### src/rtl/aes_io_pkg.sv
// -----------------------------------------------------------------------------
// aes_io_pkg
//   Shared definitions for the AES byte-stream I/O controller: controller
//   state encoding, frame sizes in bytes and the legal start-delay range.
// -----------------------------------------------------------------------------
package aes_io_pkg;

   typedef enum logic [2:0] {
      IDLE,
      LOAD_KEY,
      LOAD_DATA,
      START,
      WAIT,
      UNLOAD
   } state_t;

   localparam int unsigned KEY_BYTES     = 32;
   localparam int unsigned BLK_BYTES     = 16;
   localparam int unsigned START_DLY_MIN = 1;
   localparam int unsigned START_DLY_MAX = 7;

endpackage

### src/rtl/aes_ser16.sv
// -----------------------------------------------------------------------------
// aes_ser16
//   Captures a 128-bit AES result and streams it out as 16 bytes, byte 0
//   (bits 7:0) first, under a valid/ready handshake.
//
//   clk, resetn     clock, asynchronous active-low reset
//   i_load          capture i_result and start streaming
//   i_result[127:0] block to stream
//   i_out_ready     downstream accepts o_out_data
//   o_out_valid     o_out_data is valid
//   o_out_data[7:0] current byte (0 when not valid)
//   o_last          final byte is being accepted this cycle
// -----------------------------------------------------------------------------
module aes_ser16 (
   input  logic         clk,
   input  logic         resetn,
   input  logic         i_load,
   input  logic [127:0] i_result,
   input  logic         i_out_ready,
   output logic         o_out_valid,
   output logic [7:0]   o_out_data,
   output logic         o_last
);

   logic [127:0] r_buf;
   logic [3:0]   r_idx;
   logic         r_valid;
   logic         w_accept;

   assign w_accept = r_valid && i_out_ready;

   always_ff @(posedge clk or negedge resetn) begin
      if (!resetn) begin
         r_buf   <= '0;
         r_idx   <= '0;
         r_valid <= 1'b0;
      end else if (i_load) begin
         r_buf   <= i_result;
         r_idx   <= '0;
         r_valid <= 1'b1;
      end else if (w_accept) begin
         // index wraps back to 0 after byte 15, ready for the next block
         r_idx <= r_idx + 4'd1;
         if (r_idx == 4'd15)
            r_valid <= 1'b0;
      end
   end

   assign o_out_valid = r_valid;
   assign o_out_data  = r_valid ? r_buf[{r_idx, 3'b000} +: 8] : '0;
   assign o_last      = w_accept && (r_idx == 4'd15);

endmodule

### src/rtl/aes_io_ctrl.sv
// -----------------------------------------------------------------------------
// aes_io_ctrl
//   Byte-stream front end for an AES core. Loads a 32-byte key frame into the
//   key_lo/key_hi registers and 16-byte data frames into the data register,
//   starts the core START_DLY cycles after the last data byte, then streams
//   the 16-byte result out through aes_ser16.
//
//   clk, resetn            clock, asynchronous active-low reset
//   in_valid/in_data/in_is_key/in_ready   input byte stream (in_is_key is
//                          sampled on the first byte of a frame)
//   wr_byte, key_lo_wr_en, key_hi_wr_en, data_wr_en   load-register writes
//   core_start, core_done, core_result    AES core handshake
//   out_valid/out_data/out_ready          output byte stream
//   busy                   controller not idle
//   err                    data frame received with no key loaded
// -----------------------------------------------------------------------------
module aes_io_ctrl
   import aes_io_pkg::*;
#(
   parameter int unsigned START_DLY = 2
) (
   input  logic         clk,
   input  logic         resetn,
   input  logic         in_valid,
   input  logic [7:0]   in_data,
   input  logic         in_is_key,
   output logic         in_ready,
   output logic [7:0]   wr_byte,
   output logic         key_lo_wr_en,
   output logic         key_hi_wr_en,
   output logic         data_wr_en,
   output logic         core_start,
   input  logic         core_done,
   input  logic [127:0] core_result,
   output logic         out_valid,
   output logic [7:0]   out_data,
   input  logic         out_ready,
   output logic         busy,
   output logic         err
);

   // out-of-range settings are clamped into the supported window
   localparam int unsigned LP_DLY_I =
      (START_DLY < START_DLY_MIN) ? START_DLY_MIN :
      (START_DLY > START_DLY_MAX) ? START_DLY_MAX : START_DLY;
   localparam logic [2:0] LP_DLY = 3'(LP_DLY_I);

   state_t     r_state, w_next;
   logic [4:0] r_cnt;
   logic [2:0] r_dly;
   logic       r_key_loaded;

   logic w_ready, w_acc, w_key_byte, w_data_byte;
   logic w_last_key, w_last_data, w_load, w_ser_last;

   // in_ready is gated by resetn so every output reads 0 while in reset
   assign w_ready     = resetn && (r_state == IDLE || r_state == LOAD_KEY ||
                                   r_state == LOAD_DATA);
   assign w_acc       = in_valid && w_ready;
   assign w_key_byte  = w_acc && ((r_state == IDLE && in_is_key) || r_state == LOAD_KEY);
   assign w_data_byte = w_acc && ((r_state == IDLE && !in_is_key) || r_state == LOAD_DATA);
   assign w_last_key  = w_acc && (r_state == LOAD_KEY)  && (r_cnt == 5'(KEY_BYTES - 1));
   assign w_last_data = w_acc && (r_state == LOAD_DATA) && (r_cnt == 5'(BLK_BYTES - 1));
   assign w_load      = core_done && (r_state == WAIT);

   // state register
   always_ff @(posedge clk or negedge resetn) begin
      if (!resetn)
         r_state <= IDLE;
      else
         r_state <= w_next;
   end

   // next-state logic
   always_comb begin
      w_next = r_state;
      case (r_state)
         IDLE:      if (w_acc) w_next = in_is_key ? LOAD_KEY : LOAD_DATA;
         LOAD_KEY:  if (w_last_key) w_next = IDLE;
         LOAD_DATA: if (w_last_data) w_next = r_key_loaded ? START : IDLE;
         START:     if (r_dly == LP_DLY) w_next = WAIT;
         WAIT:      if (core_done) w_next = UNLOAD;
         UNLOAD:    if (w_ser_last) w_next = IDLE;
         default:   w_next = IDLE;
      endcase
   end

   // outputs
   always_comb begin
      in_ready     = w_ready;
      wr_byte      = w_acc ? in_data : '0;
      key_lo_wr_en = w_key_byte && (r_cnt < 5'(BLK_BYTES));
      key_hi_wr_en = w_key_byte && (r_cnt >= 5'(BLK_BYTES));
      data_wr_en   = w_data_byte && r_key_loaded;
      err          = w_data_byte && !r_key_loaded && (r_state == IDLE);
      core_start   = (r_state == START) && (r_dly == LP_DLY);
      busy         = (r_state != IDLE);
   end

   // byte counter, start-delay counter and key status
   always_ff @(posedge clk or negedge resetn) begin
      if (!resetn) begin
         r_cnt        <= '0;
         r_dly        <= '0;
         r_key_loaded <= 1'b0;
      end else begin
         if (w_last_key || w_last_data)
            r_cnt <= '0;
         else if (w_acc)
            r_cnt <= r_cnt + 5'd1;

         // the first START cycle is already one cycle after the last byte
         if (r_state == START)
            r_dly <= r_dly + 3'd1;
         else
            r_dly <= 3'd1;

         if (w_acc && r_state == IDLE && in_is_key)
            r_key_loaded <= 1'b0;
         else if (w_last_key)
            r_key_loaded <= 1'b1;
      end
   end

   aes_ser16 u_ser (
      .clk         (clk),
      .resetn      (resetn),
      .i_load      (w_load),
      .i_result    (core_result),
      .i_out_ready (out_ready),
      .o_out_valid (out_valid),
      .o_out_data  (out_data),
      .o_last      (w_ser_last)
   );

endmodule

### config.mk
export PLATFORM = sky130hd
export DESIGN_NAME = aes_io_ctrl
export DESIGN_NICKNAME = d
export VERILOG_FILES = /design/src/rtl/aes_io_pkg.sv /design/src/rtl/aes_ser16.sv /design/src/rtl/aes_io_ctrl.sv
export SDC_FILE = /design/constraint.sdc
export NUM_CORES = 1
export LEC_CHECK = 0
export CAP_MARGIN = 20
export CORE_MARGIN = 5
export CORE_UTILIZATION = 55
export CTS_BUF_LIST = sky130_fd_sc_hd__clkbuf_2 sky130_fd_sc_hd__clkbuf_4 sky130_fd_sc_hd__clkbuf_8
export DETAILED_ROUTE_END_ITERATION = 12
export GPL_TIMING_DRIVEN = 0
export PLACE_DENSITY = 0.95
export SLEW_MARGIN = 10
export SYNTH_ARGS = -nofsm -noshare
export SYNTH_HDL_FRONTEND = slang
export SYNTH_SLANG_ARGS = --single-unit
### constraint.sdc
create_clock -name clk -period 3.7 [get_ports clk]
set_clock_uncertainty 0.2 [all_clocks]
set_input_delay 0.74 -clock clk [delete_from_list [all_inputs] [get_ports clk]]
set_output_delay 0.74 -clock clk [all_outputs]
set_load 0.02 [all_outputs]
==> results.py <==
metrics = {
    "clocking": {
        "root_buffer": "clkbuf_8",
        "clockBufferDepth": 2,
        "cts.sinks": 145,
        "ctsHoldBuffers": 0,
        "post_cts_buffers": 0,
        "cts_buffers": 17,
        "htreeDepth": 4,
        "clkSlewWorstSetupHoldPaths_ps": 80,
        "insertion_delay_ps": 440,
        "cts_tree": "yes",
    },
    "placement": {
        "dp_slack_ps": -123,
        "dp.cells": 846,
        "io_buffers": 165,
        "gp_congestion": 0.889,
        "dp_hpwl_um": 14300,
    },
    "finish": {
        "seq_area_mm2": 0.00363,
        "nets": 840,
        "multiInputGateArea_mm2": 0.00326,
        "drive_above_1_share": 0.289,
        "fill_cells": 774,
        "layout-area-overhead-vs-synth_pct": 32.2,
        "diodes": 0,
        "fin_cells": 877,
    },
    "routing": {
        "post_drt_wl_per_cell_um": 22.0,
        "wl_um": 19300,
        "num_vias": 5064,
        "first_iter_violations": 437,
        "ant_nets": 0,
        "dr.pass1.iters": 5,
        "via_per_inst": 5.77,
        "drc": 0,
    },
    "worst_setup_path": {
        "cp-end-kind": "primary output",
        "worst_setup_path_start_kind": "flop",
        "critPathMaxFanout": 10,
        "worstPathArrival_ps": 2630,
        "crit_required_ps": 2760,
        "path_class": "flop to primary output",
    },
    "yosys": {
        "post-synth-top-count-cell": "dfrtp_1",
        "synth_top_family_by_area": "multiplexers",
        "synthAdderAreaFrac": 0.0105,
        "yosys_warnings": 0,
        "yosys_register_bits": 145,
        "syn_area_per_cell_um2": 14.0,
        "synthArstFlopShare": 1.00,
        "synthesis.nets": 656,
        "yosys.area_share.simple": 0.0490,
        "synthTopCellsByCount": "dfrtp_1, mux2_4, mux2_2",
        "synth_ff_type": "dfrtp_1",
        "synth_largest_area_cell": "dfrtp_1",
        "synth.top_cell.area_share": 0.509,
        "synth_compound_area_frac": 0.0630,
        "ys_seq_area_frac": 0.509,
        "synth.top_cells.by_area": "dfrtp_1, mux2_4, mux2_2",
        "yosysUniqueCellTypes": 49,
        "synth_edf_count": 0,
        "synth_cells": 508,
        "synth_area_mm2": 0.00713,
        "synthMuxAreaShare": 0.331,
        "synth_xor_area_frac": 0.00369,
    },
    "sta": {
        "finalMaxSlewViolations": 0,
        "setup_viol": 0,
        "layout_setup_ws_ps": 129,
        "relSlewSlack": 0.622,
        "min_period_ps": 3570,
        "hold_violations": 0,
        "rsz0062_at_grt": "no",
        "max_freq_mhz": 280,
        "worst_slew_pin_slew_ps": 566,
        "layout_worst_path_cycle_share": 0.965,
    },
    "grt": {
        "antenna_found_initial": 0,
        "grt_pass1_wl_um": 29500,
        "grt_max_degree": 79,
        "gr-total-overflow": 0,
        "grt.total_usage": 0.258,
        "grt_pass1_vias": 5542,
    },
    "power": {
        "irDropWorstVdd_mv": 0.285,
        "powerDensity_mw_per_mm2": 403,
        "p_leak_nw": 4.22,
    },
    "run_status": {
        "status": "finished clean",
    },
    "floorplan": {
        "core_mm2": 0.0127,
        "initial_core_util": 0.562,
        "dieHeight_um": 124,
        "std_cell_rows": 41,
        "ios": 166,
        "die_w_um": 124,
        "dieArea_mm2": 0.0153,
    },
    "run": {
        "cap_violations": 0,
    },
    "worst_hold_path": {
        "hp-class": "input port to asynchronous set/reset pin",
    },
}
[critical path: stages (launching register included)]
cell	delay, ps
dfrtp_1	350
buf_2	170
buf_4	240
buf_4	270
mux2i_1	110
a221oi_1	300
o21ai_0	190
o21ai_0	180
dlygate4sd2_1	380
[cells in the final DEF (no fill, tap or decap), types with 3 or more instances in the layout]
cell type / count
buf_2: 9
buf_6: 9
nor2b_1: 4
a221oi_1: 8
clkbuf_8: 20
clkbuf_2: 4
dlygate4sd2_1: 5
o21ai_0: 20
and2_1: 10
clkbuf_1: 3
clkinvlp_4: 5
a21o_1: 3
nand3_1: 6
mux2_2: 64
mux2_4: 65
dfrtp_1: 145
a22oi_1: 16
buf_1: 3
nand2_1: 16
mux2i_1: 48
mux4_2: 8
nor3_1: 3
nor2_1: 10
ha_1: 6
buf_4: 5
clkdlybuf4s50_1: 156
a21oi_1: 5
inv_1: 5
or3_1: 4
[area by class of cell]
class                           instances  share of cell area
Buffer                                 31              0.0230
Clock buffer                           21              0.0300
Clock inverter                         11              0.0137
Inverter                                6             0.00239
Multi-Input combinational cell        325               0.346
Sequential cell                       145               0.385
Tap cell                              172              0.0228
Timing Repair Buffer                  166               0.177
[path summary, 6_finish.rpt]
path,start,endpoint,slack [ps],depth (start not counted)
hold reg to reg,u_ser.r_buf[47]$_DFFE_PN0P_,u_ser.r_buf[47]$_DFFE_PN0P_,310,1
max in group asynchronous,resetn,u_ser.r_buf[16]$_DFFE_PN0P_,2500,2
hold / removal,resetn,u_ser.r_buf[102]$_DFFE_PN0P_,50,1
min in group clk,u_ser.r_buf[47]$_DFFE_PN0P_,u_ser.r_buf[47]$_DFFE_PN0P_,310,1
setup reg to reg,r_cnt[0]$_DFFE_PN0P_,r_cnt[2]$_DFFE_PN0P_,1550,7
setup / recovery,u_ser.r_idx[1]$_DFFE_PN0P_,out_data[5],130,8
[timing repair]
item                       4_1_cts  5_1_grt
setup endpoints to repair       17        4
gates cloned                     0        0
gates resized for setup         11        8
[metal layers]
layer / vias up / routed length, um / track usage
met1: 2536 / 7710 / 0.332
met2: 244 / 9470 / 0.417
met4: 0 / 557 / 0.104
met3: 49 / 1520 / 0.0699
li1: 2235 / - / -
met5: - / 0 / 0
[logic make-up after synthesis]
group / Yosys count
simple gates: 65
xor+xnor: 3
compound gates: 66
fa+ha+maj: 6
flops: 145
mux: 185
buf+inv: 38
[stage by stage]
stage                     instance area [um2]  total power [mW]  hold WS, ps  setup TNS, ps  utilization
after global routing                     9420              3.94         83.5              0        0.743
final                                    9420              3.80         48.1              0        0.743
after floorplan                          7130              2.17          244              0            -
after global placement                   8990              2.49          285        -651140        0.710
after CTS                                9430              3.81         60.5              0        0.744
after detailed placement                 9020              2.54          294           -587        0.712
[registers in the layout, summed over array words and instances, names as in the netlist]
signal / count
r_cnt: 5
r_dly: 3
r_key_loaded: 1
r_state: 3
u_ser.o_out_valid: 1
u_ser.r_buf: 128
u_ser.r_idx: 4
[report_power, final]
part           internal, mW  total (mW)  switching (mW)
Clock                 0.664        1.28           0.617
Sequential             1.67        1.76          0.0828
Combinational         0.395       0.759           0.364
Power figures use the tool's default switching activity.
